===== src/rtl/led_pkg.sv =====
// led_pkg: shared definitions for the LED chaser family.
//   LED_LEVEL_BITS : default brightness width used by the family
//   level_t        : brightness level at the default width
//   lmax()         : full-brightness level for a given level width
package led_pkg;
    localparam int LED_LEVEL_BITS = 4;
    typedef logic [LED_LEVEL_BITS-1:0] level_t;
    function automatic int lmax(input int bits);
        return (1 << bits) - 1;
    endfunction
endpackage


===== src/rtl/led_fade_channel.sv =====
// led_fade_channel: one LED's brightness level with load/decay and PWM compare.
//   clk, rst   : clock, async active-high reset
//   enable     : freezes the level when low
//   led        : chaser input, reloads full brightness
//   decay_tick : shared one-level decay strobe
//   pwm_cnt    : shared PWM ramp
//   pwm        : registered PWM drive
//   active     : level is nonzero
module led_fade_channel
    import led_pkg::*;
#(
    parameter int LEVEL_BITS = LED_LEVEL_BITS
) (
    input  logic                  clk,
    input  logic                  rst,
    input  logic                  enable,
    input  logic                  led,
    input  logic                  decay_tick,
    input  logic [LEVEL_BITS-1:0] pwm_cnt,
    output logic                  pwm,
    output logic                  active
);
    localparam logic [LEVEL_BITS-1:0] LMAX = LEVEL_BITS'(lmax(LEVEL_BITS));
    logic [LEVEL_BITS-1:0] level, level_next;
    // a lit LED wins over a simultaneous decay step; decay saturates at zero
    always_comb begin
        level_next = level;
        if (enable)
            level_next = led ? LMAX : (decay_tick && level != '0) ? level - 1'b1 : level;
    end
    always_ff @(posedge clk or posedge rst) begin
        if (rst) begin
            level <= '0;
            pwm   <= 1'b0;
        end else begin
            level <= level_next;
            pwm   <= pwm_cnt < level;
        end
    end
    assign active = level != '0;
endmodule


===== src/rtl/led_trail_fader.sv =====
// led_trail_fader: fading trail behind a light chaser, PWM-dimmed per LED.
//   clk, rst   : clock, async active-high reset
//   enable     : freezes fade state (PWM keeps running) when low
//   led_in     : chaser pattern
//   pwm_out    : registered PWM drive per LED
//   any_active : registered flag, some LED level is nonzero
module led_trail_fader
    import led_pkg::*;
#(
    parameter int WIDTH       = 8,
    parameter int LEVEL_BITS  = LED_LEVEL_BITS,
    parameter int DECAY_TICKS = 16
) (
    input  logic             clk,
    input  logic             rst,
    input  logic             enable,
    input  logic [WIDTH-1:0] led_in,
    output logic [WIDTH-1:0] pwm_out,
    output logic             any_active
);
    localparam int PW = $clog2(DECAY_TICKS);
    localparam logic [PW-1:0] PRE_LAST = PW'(DECAY_TICKS - 1);
    // the ramp stops one short of LMAX so a full level stays constantly on
    localparam logic [LEVEL_BITS-1:0] PWM_LAST = LEVEL_BITS'(lmax(LEVEL_BITS) - 1);
    logic [PW-1:0]         presc;
    logic [LEVEL_BITS-1:0] pwm_cnt;
    logic [WIDTH-1:0]      active;
    logic                  decay_tick;
    assign decay_tick = enable && presc == PRE_LAST;
    always_ff @(posedge clk or posedge rst) begin
        if (rst) begin
            presc      <= '0;
            pwm_cnt    <= '0;
            any_active <= 1'b0;
        end else begin
            if (enable)
                presc <= decay_tick ? '0 : presc + 1'b1;
            pwm_cnt    <= pwm_cnt == PWM_LAST ? '0 : pwm_cnt + 1'b1;
            any_active <= |active;
        end
    end
    for (genvar g = 0; g < WIDTH; g++) begin : g_ch
        led_fade_channel #(.LEVEL_BITS(LEVEL_BITS)) u_ch (
            .clk        (clk),
            .rst        (rst),
            .enable     (enable),
            .led        (led_in[g]),
            .decay_tick (decay_tick),
            .pwm_cnt    (pwm_cnt),
            .pwm        (pwm_out[g]),
            .active     (active[g])
        );
    end
endmodule


===== config.mk =====
export PLATFORM = sky130hd
export DESIGN_NAME = led_trail_fader
export DESIGN_NICKNAME = d
export VERILOG_FILES = /design/src/rtl/led_pkg.sv /design/src/rtl/led_fade_channel.sv /design/src/rtl/led_trail_fader.sv
export SDC_FILE = /design/constraint.sdc
export NUM_CORES = 1
export LEC_CHECK = 0
export BUFFER_PORTS_ARGS = -buffer_cell sky130_fd_sc_hd__clkbuf_2
export CAP_MARGIN = 10
export CORE_UTILIZATION = 55
export DETAILED_ROUTE_END_ITERATION = 12
export GPL_ROUTABILITY_DRIVEN = 1
export GPL_TIMING_DRIVEN = 0
export PLACE_DENSITY_LB_ADDON = 0.3
export SLEW_MARGIN = 25
export SYNTH_ARGS = -nofsm -noshare
export SYNTH_HDL_FRONTEND = slang
export SYNTH_SLANG_ARGS = --single-unit

===== constraint.sdc =====
create_clock -name clk -period 1.4 [get_ports clk]
set_input_delay 0.07 -clock clk [delete_from_list [all_inputs] [get_ports clk]]
set_output_delay 0.07 -clock clk [all_outputs]
set_load 0.03 [all_outputs]

==> metrics.txt <==
Seq pwr share=45.5%; Hold Path End=g_ch[2].u_ch.level[0]; later-pin clock latency in the skew report=0.31 ns; internal power=2.62 mW; Synth Net Count=347; Post-synth ARST share=100%; Hold Crit Class=in2reg; Comb power frac=21.4%; post-synthesis sequential area ratio=41.2%; critical path peak fanout=5; area grow syn2layout=31.9%; Final min period=1.60 ns; # DRC=0; YS warnings=0; WP data required=1.65 ns; Tot Pwr=3.69 mW; top post-synthesis cells by area=dfrtp_1, ha_1, inv_1; initial antenna violation count=0; Register-to-Register Path Depth=6; number of CTS-inserted buffers=5; reg2reg start=presc[1]; Syn Inst Count=303; Most used DFF post-synth=dfrtp_1; n_diodes=0; min-delay src=led_in[2]; failing checks=setup timing; top-area cell type share of the netlist area=41.2%; DR vias=2,680; FF-to-FF End=g_ch[7].u_ch.level[3]; Rows=26; nets@finish=402; Initial Util=57.5%; WS Path Type=reg2reg; Initial DRC Count=250; die width=75.6 um; Final GP Congestion=0.872; worst vdd ir=0.527 mV; post-DR vias/cell=6.25; wirelength, routed=8140 um; clock root buffer=clkbuf_8; fin worst setup slack=-0.204 ns; RSZ-0062 raised after global routing=yes; Final Setup Violations=31; leak pwr=2.07 nW; Synth Area per Inst=9.82 um^2; Sw Share=28.9%; Setup TNS Final=-2.44 ns; Crit path arrival time=1.86 ns; fill count=307; area of the multi-input gates=0.00186 mm^2; largest net degree at the start of global routing=50; pre-CTS setup slack=-0.335 ns; 1st-pass router iterations=5; largest area contributor in the synthesized netlist=dfrtp_1; full die area=0.00571 mm^2; clock power share=33.0%; fmax=624 MHz; Synth cell types=36; Antenna Nets Post-Route=0; CTS tree=done; Max-Slew Margin vs Limit=47.8%; Final Non-Filler Cells=429; Avg WL per Cell=19.0 um; Post-synth EDFFs=0; status=finished with violations; Inst Count DP=392; first-pass GRT wire length=11,400 um; max_cap viols=0; hold slack=0.0379 ns; sw power=1.07 mW; Startpoint Class=flop; post-synthesis cell area=0.00298 mm^2; deepest clock path buffer count=2; Core ar.=0.00517 mm^2; post-DP HPWL=4300 um; CP endpoint kind=flop; Setup Skew=0.00718 ns; synthesized flop and latch total=49; Reg2Reg Setup Slack=-0.20 ns; final period utilization=115%; vias in the first global route=2,399; H-tree depth=2; CTS clk-pin slew, worst paths=0.09 ns; I/O pin cnt=20; Final Hold Viols=0; GRT Util Overall=27.4%; clk sinks=49; critical path startpoint=presc[1]; layout cells sized above 1=36.5%; register area=0.00123 mm^2; DIE HEIGHT=75.6 um; P per Cell Area=939 mW/mm^2; total global routing overflow=0; port bufs=19; pins over their slew limit=0; hold depth=3; Worst Tran Pin Value=0.784 ns
power by group through the flow:
stage                     registers [mW]  clock network, mW  logic, mW
after detailed placement            1.67                  0      0.497
after floorplan                     1.64                  0      0.379
after global routing                1.69               1.27      0.865
after CTS                           1.66               1.23      0.612
after global placement              1.66                  0      0.472
final                               1.68               1.22      0.791
sequential cells by signal (all words and copies together), names as in the netlist:
| register | flops |
|---|---|
| g_ch.u_ch.level | 32 |
| g_ch.u_ch.pwm | 8 |
| any_active | 1 |
| pwm_cnt | 4 |
| presc | 4 |
through the flow:
step                      area (um^2)  util (%)
after floorplan                  2990         -
after global placement           3170      61.4
after detailed placement         3180      61.4
after CTS                        3530      68.3
after global routing             3930      75.9
final                            3930      75.9
synthesized netlist by cell type (all sizes together) (4+ instances only):
cell	count
a31oi	4
nor4	7
nand2b	10
nor3	7
o21ai	20
inv	35
a221o	6
nor2	7
dfrtp	49
buf	13
nor3b	6
clkbuf	4
mux2i	10
ha	33
a21oi	13
nand4	7
nand2	23
a22oi	5
nor2b	4
a21o	17
o22a	5
how the worst max path moves through the flow:
| stage | end | slack, ns | depth (start not counted) |
|---|---|---|---|
| 5_1_grt | g_ch[7].u_ch.level[3] | -0.26 | 6 |
| 4_1_cts | g_ch[7].u_ch.level[3] | -0.13 | 5 |
| 3_5_place_dp | any_active | -0.33 | 5 |
| 6_report | g_ch[7].u_ch.level[3] | -0.20 | 6 |
| 2_1_floorplan | g_ch[0].u_ch.level[2] | -0.03 | 5 |
| 3_3_place_gp | g_ch[2].u_ch.pwm | -0.51 | 2 |
layout make-up:
type                            instances  area share (%)
Buffer                                 16            3.25
Clock buffer                            5            1.75
Clock inverter                          3            1.66
Inverter                               35            3.41
Multi-Input combinational cell        202            47.3
Sequential cell                        49            31.3
Tap cell                               70            2.23
Timing Repair Buffer                   49            9.05
layout by cell type (no fill, tap or decap), types with 6 or more instances in the layout:
cell type   n
ha_1       26
nand2b_1   10
o21ai_0    10
a21o_1     17
nor3b_4     6
buf_6       7
a21oi_1     9
a221o_1     6
ha_4        6
clkbuf_2   19
dfrtp_1    46
buf_4      33
o21ai_2     7
nand4_1     6
mux2i_1    10
nand2_1    22
inv_1      22
inv_2      12
routing by layer:
metal  wire length [um]  track usage, %
met1               3410            35.2
met2               4000            46.0
met3                410            4.63
met4                318            11.3
met5                  0               0
repair_timing:
action,in CTS,in global routing
endpoints found under the hold margin,49,0
gates cloned,1,1
pin swaps,6,20
resized for setup,48,51
buffers inserted,6,21
hold buffers,1,0
setup endpoints to repair,41,41
critical path, stage by stage (launching register included):
cell and delay, ns:
dfrtp_1 0.40, ha_4 0.18, and4_4 0.27, buf_8 0.13, nand4_1 0.12, nor4_1 0.26
a221o_1 0.17
cells by family (layout without fill, tap and decap cells):
family	count (synthesis)	in the layout	synth area share [%]
simple gates	76	76	13.9
xor+xnor	1	1	0.294
fa+ha+maj	33	33	13.9
buf+inv	52	108	8.24
mux	11	11	3.74
flops	49	49	41.2
compound gates	81	81	18.8
(Power assumes the default switching activity.)
